## src/rtl/car_seq_pkg.sv

```systemverilog
// Shared types and widths for the car frame sequencer and its VGA bus mux.
package car_seq_pkg;

    localparam int X_W    = 8;
    localparam int Y_W    = 7;
    localparam int COL_W  = 9;
    localparam int ADDR_W = 15;
    localparam int DIR_W  = 3;

    localparam int SCREEN_W = 160;
    localparam int SCREEN_H = 120;

    typedef enum logic [2:0] {
        S_IDLE,
        S_ERASE_REQ,
        S_ERASE_WAIT,
        S_DRAW_REQ,
        S_DRAW_WAIT,
        S_DONE
    } state_t;

endpackage

```

## src/rtl/vga_bus_mux.sv

```systemverilog
// Registered 2:1 selection of the erase/draw engine plot buses; kill forces plot low.
module vga_bus_mux
    import car_seq_pkg::*;
(
    input  logic              clk,
    input  logic              rst_n,
    input  logic              sel_draw,
    input  logic              kill,
    input  logic [X_W-1:0]    erase_x,
    input  logic [Y_W-1:0]    erase_y,
    input  logic [COL_W-1:0]  erase_colour,
    input  logic              erase_plot,
    input  logic [ADDR_W-1:0] erase_addr,
    input  logic [X_W-1:0]    draw_x,
    input  logic [Y_W-1:0]    draw_y,
    input  logic [COL_W-1:0]  draw_colour,
    input  logic              draw_plot,
    input  logic [ADDR_W-1:0] draw_addr,
    output logic [X_W-1:0]    x,
    output logic [Y_W-1:0]    y,
    output logic [COL_W-1:0]  colour,
    output logic              plot,
    output logic [ADDR_W-1:0] addr
);

    always_ff @(posedge clk) begin
        if (!rst_n) begin
            x      <= '0;
            y      <= '0;
            colour <= '0;
            plot   <= 1'b0;
            addr   <= '0;
        end else if (sel_draw) begin
            x      <= draw_x;
            y      <= draw_y;
            colour <= draw_colour;
            plot   <= draw_plot & ~kill;
            addr   <= draw_addr;
        end else begin
            x      <= erase_x;
            y      <= erase_y;
            colour <= erase_colour;
            plot   <= erase_plot & ~kill;
            addr   <= erase_addr;
        end
    end

endmodule

```

## src/rtl/car_frame_sequencer.sv

```systemverilog
// Per-frame erase-then-draw scheduler for the car sprite, arbitrating the VGA bus.
// Optional macro SKIP_UNCHANGED_EN skips the engines when the position is unchanged.
module car_frame_sequencer
    import car_seq_pkg::*;
#(
    parameter int FRAME_DIV = 833333,
    parameter int TIMEOUT   = 1023
) (
    input  logic              iClock,
    input  logic              iResetn,
    input  logic              iEnable,
    input  logic [X_W-1:0]    iX,
    input  logic [Y_W-1:0]    iY,
    input  logic [DIR_W-1:0]  iDir,
    output logic              oEraseCar,
    input  logic              iEraseDone,
    input  logic [X_W-1:0]    iEraseX,
    input  logic [Y_W-1:0]    iEraseY,
    input  logic [COL_W-1:0]  iEraseColour,
    input  logic              iErasePlot,
    input  logic [ADDR_W-1:0] iEraseAddr,
    output logic              oDrawCar,
    input  logic              iDrawDone,
    input  logic [X_W-1:0]    iDrawX,
    input  logic [Y_W-1:0]    iDrawY,
    input  logic [COL_W-1:0]  iDrawColour,
    input  logic              iDrawPlot,
    input  logic [ADDR_W-1:0] iDrawAddr,
    output logic [X_W-1:0]    oEngX,
    output logic [Y_W-1:0]    oEngY,
    output logic [DIR_W-1:0]  oEngDir,
    output logic [X_W-1:0]    oX,
    output logic [Y_W-1:0]    oY,
    output logic [COL_W-1:0]  oColour,
    output logic              oPlot,
    output logic [ADDR_W-1:0] oAddress,
    output logic              oFrameDone,
    output logic              oTimeout
);

    localparam int CNT_W = (FRAME_DIV > 1) ? $clog2(FRAME_DIV) : 1;
    localparam logic [CNT_W-1:0] CNT_LAST  = CNT_W'(FRAME_DIV - 1);
    localparam logic [9:0]       WAIT_LAST = 10'(TIMEOUT - 1);

    state_t             state_reg;
    logic [CNT_W-1:0]   frame_cnt_reg;
    logic [9:0]         wait_cnt_reg;
    logic               tick;
    logic               unchanged;
    logic               prev_valid_reg;
    logic               draw_ok_reg;
    logic [X_W-1:0]     prev_x_reg, new_x_reg, eng_x_reg;
    logic [Y_W-1:0]     prev_y_reg, new_y_reg, eng_y_reg;
    logic [DIR_W-1:0]   prev_dir_reg, new_dir_reg, eng_dir_reg;
    logic               erase_car_reg, draw_car_reg, frame_done_reg, timeout_reg;
    logic               sel_draw, kill;

    assign tick = iEnable && (frame_cnt_reg == CNT_LAST);

    always_ff @(posedge iClock) begin
        if (!iResetn)
            frame_cnt_reg <= '0;
        else if (iEnable)
            frame_cnt_reg <= tick ? '0 : frame_cnt_reg + CNT_W'(1);
    end

`ifdef SKIP_UNCHANGED_EN
    assign unchanged = prev_valid_reg && (iX == prev_x_reg) && (iY == prev_y_reg)
                       && (iDir == prev_dir_reg);
`else
    assign unchanged = 1'b0;
`endif

    always_ff @(posedge iClock) begin
        if (!iResetn) begin
            state_reg      <= S_IDLE;
            wait_cnt_reg   <= '0;
            prev_valid_reg <= 1'b0;
            draw_ok_reg    <= 1'b0;
            prev_x_reg     <= '0;
            prev_y_reg     <= '0;
            prev_dir_reg   <= '0;
            new_x_reg      <= '0;
            new_y_reg      <= '0;
            new_dir_reg    <= '0;
            eng_x_reg      <= '0;
            eng_y_reg      <= '0;
            eng_dir_reg    <= '0;
            erase_car_reg  <= 1'b0;
            draw_car_reg   <= 1'b0;
            frame_done_reg <= 1'b0;
            timeout_reg    <= 1'b0;
        end else begin
            erase_car_reg  <= 1'b0;
            draw_car_reg   <= 1'b0;
            frame_done_reg <= 1'b0;
            case (state_reg)
                S_IDLE: begin
                    if (tick) begin
                        new_x_reg    <= iX;
                        new_y_reg    <= iY;
                        new_dir_reg  <= iDir;
                        wait_cnt_reg <= '0;
                        if (unchanged) begin
                            state_reg      <= S_DONE;
                            frame_done_reg <= 1'b1;
                        end else if (prev_valid_reg) begin
                            state_reg     <= S_ERASE_REQ;
                            erase_car_reg <= 1'b1;
                            eng_x_reg     <= prev_x_reg;
                            eng_y_reg     <= prev_y_reg;
                            eng_dir_reg   <= prev_dir_reg;
                        end else begin
                            state_reg    <= S_DRAW_REQ;
                            draw_car_reg <= 1'b1;
                            eng_x_reg    <= iX;
                            eng_y_reg    <= iY;
                            eng_dir_reg  <= iDir;
                        end
                    end
                end
                S_ERASE_REQ: state_reg <= S_ERASE_WAIT;
                S_ERASE_WAIT: begin
                    if (iEraseDone) begin
                        state_reg    <= S_DRAW_REQ;
                        draw_car_reg <= 1'b1;
                        wait_cnt_reg <= '0;
                        eng_x_reg    <= new_x_reg;
                        eng_y_reg    <= new_y_reg;
                        eng_dir_reg  <= new_dir_reg;
                    end else if (wait_cnt_reg == WAIT_LAST) begin
                        state_reg      <= S_DONE;
                        frame_done_reg <= 1'b1;
                        timeout_reg    <= 1'b1;
                    end else begin
                        wait_cnt_reg <= wait_cnt_reg + 10'd1;
                    end
                end
                S_DRAW_REQ: state_reg <= S_DRAW_WAIT;
                S_DRAW_WAIT: begin
                    if (iDrawDone) begin
                        state_reg      <= S_DONE;
                        frame_done_reg <= 1'b1;
                        draw_ok_reg    <= 1'b1;
                    end else if (wait_cnt_reg == WAIT_LAST) begin
                        state_reg      <= S_DONE;
                        frame_done_reg <= 1'b1;
                        timeout_reg    <= 1'b1;
                    end else begin
                        wait_cnt_reg <= wait_cnt_reg + 10'd1;
                    end
                end
                S_DONE: begin
                    // Only a completed draw makes the new position the one to erase next frame.
                    if (draw_ok_reg) begin
                        prev_x_reg     <= new_x_reg;
                        prev_y_reg     <= new_y_reg;
                        prev_dir_reg   <= new_dir_reg;
                        prev_valid_reg <= 1'b1;
                    end
                    draw_ok_reg <= 1'b0;
                    state_reg   <= S_IDLE;
                end
                default: state_reg <= S_IDLE;
            endcase
        end
    end

    assign sel_draw = (state_reg == S_DRAW_REQ) || (state_reg == S_DRAW_WAIT);
    assign kill     = !((state_reg == S_ERASE_WAIT) || (state_reg == S_DRAW_WAIT));

    vga_bus_mux u_bus_mux (
        .clk          (iClock),
        .rst_n        (iResetn),
        .sel_draw     (sel_draw),
        .kill         (kill),
        .erase_x      (iEraseX),
        .erase_y      (iEraseY),
        .erase_colour (iEraseColour),
        .erase_plot   (iErasePlot),
        .erase_addr   (iEraseAddr),
        .draw_x       (iDrawX),
        .draw_y       (iDrawY),
        .draw_colour  (iDrawColour),
        .draw_plot    (iDrawPlot),
        .draw_addr    (iDrawAddr),
        .x            (oX),
        .y            (oY),
        .colour       (oColour),
        .plot         (oPlot),
        .addr         (oAddress)
    );

    assign oEraseCar  = erase_car_reg;
    assign oDrawCar   = draw_car_reg;
    assign oFrameDone = frame_done_reg;
    assign oTimeout   = timeout_reg;
    assign oEngX      = eng_x_reg;
    assign oEngY      = eng_y_reg;
    assign oEngDir    = eng_dir_reg;

endmodule

```

## config.mk

```make
export PLATFORM = sky130hd
export DESIGN_NAME = car_frame_sequencer
export DESIGN_NICKNAME = d
export VERILOG_FILES = /design/src/rtl/car_seq_pkg.sv /design/src/rtl/vga_bus_mux.sv /design/src/rtl/car_frame_sequencer.sv
export SDC_FILE = /design/constraint.sdc
export NUM_CORES = 1
export LEC_CHECK = 0
export ABC_AREA = 1
export BUFFER_PORTS_ARGS = -buffer_cell sky130_fd_sc_hd__buf_4
export CAP_MARGIN = 20
export CORE_ASPECT_RATIO = 0.6
export CORE_MARGIN = 2
export CORE_UTILIZATION = 43
export CTS_CLUSTER_DIAMETER = 120
export DETAILED_ROUTE_END_ITERATION = 12
export PLACE_DENSITY = 0.68
export SYNTH_ARGS = -nofsm -noshare
export SYNTH_HDL_FRONTEND = slang
export SYNTH_SLANG_ARGS = --single-unit
export TNS_END_PERCENT = 100
```

## constraint.sdc

```tcl
create_clock -name iClock -period 2 [get_ports iClock]
set_input_delay 0.4 -clock iClock [delete_from_list [all_inputs] [get_ports iClock]]
set_output_delay 0.4 -clock iClock [all_outputs]
set_load 0.005 [all_outputs]
```

==> impl_metrics.ini <==
[synth]
synth_top_family_by_area = simple AND/OR/NAND/NOR gates
synth_simple_gate_area_share_pct = 27.9
synthAdderAreaFrac_pct = 0.859
muxShareOfSynthArea_pct = 0
async_reset_ff_share_pct = 0
syn_nets = 924
syn-cell-area_um2 = 5830
synthDistinctLibCells = 42
synth-compound-area-share_pct = 15.5
ys.flop_type = dfxtp_1
synth-edff-count = 0
synth-seq-area-share_pct = 45.7
synth_xor_area_share_pct = 1.20
synth.area.top_cells = dfxtp_1, nand2_1, nor2_1, o21ai_0, a21oi_1
avgSynthCellArea_um2 = 7.14
ys_ff_latch = 133
yosys.area.top_type = dfxtp_1
ys_warn_count = 0
yosysTopAreaCellShare_pct = 45.7
netlist_instances = 817
yosys-top-cells-count = nand2_1, nor2_1, dfxtp_1
yosys.cell_count.top_type = nand2_1

[floorplanning]
rows = 32
start_util_pct = 44.7
die_w_um = 154
io_pins = 165
design.die.area_um2 = 14500
core_area_um2 = 13100
die_h_um = 94.2

[pwr]
power.total_mw = 7.04
peakVddDrop_v = 0.000525
p_per_area_nw_per_um2 = 901
p_leak_nw = 3.59

[critical_path]
timing.rr.end = new_x_reg[1]
r2r_start = frame_cnt_reg[0]
rr_worst_depth = 10
crit_fanout = 37
worstSetupPathType = reg -> reg
arrival_ns = 2.11
cp-start-kind = flop
critPathCaptureType = flop
cp.required_ns = 2.30
rrSetupSlack_ns = 0.18

[final_layout]
fin_nets = 1082
fin_cells = 1158
largest_register_ffs = 20
diodes = 0
drive_gt1_share_pct = 24.1
area_delta_synth_final_pct = 34.0
utilization_pct = 59.8
design_area_um2 = 7810

[clock_tree]
cts_tree = yes
cts_buffers = 17
cts.sinks = 133
cts_hold_buf = 0
clk_pin_slew_ns = 0.06
root_buffer = clkbuf_16
clock_path_buffers = 2
htreeDepth = 4
clock_latency_ns = 0.42

[sta]
rsz0062_at_grt = no
slew-limit-headroom_pct = 48.9
worst_slack_ns = 0.185
fin_tns_setup_ns = 0
finalHoldViolations = 0
fin_crit_sh_pct = 90.8
finalClockSkew_ns = 0.0113
holdWs_ns = 0.203
finalMaxSlewViolations = 0
setup_violations = 0
worstMarginPinSlew_ns = 0.766
fin_crit_ns = 1.82
fmax_ghz = 0.551

[hold_path]
min_path_cells = 3
holdPathEnd = u_bus_mux.addr[4]
hp-class = in -> reg
min_from = iDrawAddr[4]

[place]
place_congestion = 0.863
place_area_um2 = 7180
place_ws_ns = 0.205
dp_hpwl_mm = 11.4
port_buffers = 164
place_inst = 1126

[global_routing]
antenna_found_initial = 0
grt.overflow.total = 0
grt_pass1_vias = 5073
grt_pass1_wl_mm = 26.1
track_usage_pct = 22.7
grt_start_max_net_pins = 49

[routing]
wl_mm = 16.4
post-route-drc-count = 0
routedWlPerCell_um = 14.2
drtAntennaViolNets = 0
num_vias = 5755
via_per_inst = 4.97
initialDrtViolationCount = 406
dr.pass1.iters = 5

[run]
max-cap-violations = 0

[outcome]
outcome = complete, no violations
## how the worst max path moves through the flow
stage	startpoint	end	slack, ns	cells past startpoint
floorplan	frame_cnt_reg[0]	new_x_reg[0]	0.44	11
global placement	frame_cnt_reg[0]	wait_cnt_reg[1]	0.25	13
detailed placement	frame_cnt_reg[0]	wait_cnt_reg[1]	0.20	13
CTS	frame_cnt_reg[0]	new_x_reg[1]	0.20	10
global route	frame_cnt_reg[0]	frame_cnt_reg[16]	0.02	11
finish	frame_cnt_reg[0]	new_x_reg[1]	0.18	10
## per-layer routing
metal	vias up	share of wire (%)	track usage, %
met5	-	0	0
met4	0	0.89	7.33
met3	15	6.3	4.06
li1	2943	-	-
met1	2607	50	33.2
met2	190	43	33.6
## what timing repair did
item / in CTS / in global routing
buffers inserted: 0 / 0
endpoints found under the setup margin: 0 / 2
gates resized for setup: 0 / 1
endpoints found under the hold margin: 0 / 0
## where the power goes
group	internal, mW	switching (mW)	leakage [nW]
sequential	2.77	0.0762	1.08
combinational	0.399	0.474	2.22
clock	2.10	1.22	0.294
## cell type report
class                           instances  area [um^2]
Inverter                               71          269
Clock inverter                         14          199
Clock buffer                           18          429
Sequential cell                       133         2660
Tap cell                              170          213
Multi-Input combinational cell        571         2660
Timing Repair Buffer                  181         1380
Fill cell                            1198         5240
## critical path: stages, from the launching register on
cell	delay, ns
dfxtp_1	0.32
inv_1	0.12
ha_1	0.16
inv_1	0.04
nor2_1	0.09
nand2_1	0.08
nor2_2	0.18
nand4_4	0.13
buf_4	0.27
o21ai_0	0.22
a21oi_1	0.06
## logic make-up (layout without fill, tap and decap cells)
| group | Yosys count | in the layout |
|---|---|---|
| XOR/XNOR | 8 | 8 |
| AO/OA/AOI/OAI | 173 | 173 |
| AND/OR/NAND/NOR | 386 | 386 |
| flip-flops | 133 | 133 |
| buffers and inverters | 113 | 284 |
| adder cells (fa/ha/maj) | 4 | 4 |
## cells in the final DEF, fill, tap and decap left out, drive strengths merged, types with 3 or more instances in the layout
| master | Yosys | layout |
|---|---|---|
| nand3 | 36 | 36 |
| clkbuf | 21 | 18 |
| dfxtp | 133 | 133 |
| ha | 4 | 4 |
| clkinvlp | 0 | 4 |
| nor3 | 13 | 13 |
| xor2 | 7 | 7 |
| buf | 21 | 181 |
| nand2 | 165 | 165 |
| nand4 | 7 | 7 |
| inv | 71 | 74 |
| nor2 | 160 | 160 |
| a21oi | 56 | 56 |
| bufinv | 0 | 4 |
| clkinv | 0 | 3 |
| o21ai | 104 | 104 |
(Power assumes the default switching activity.)
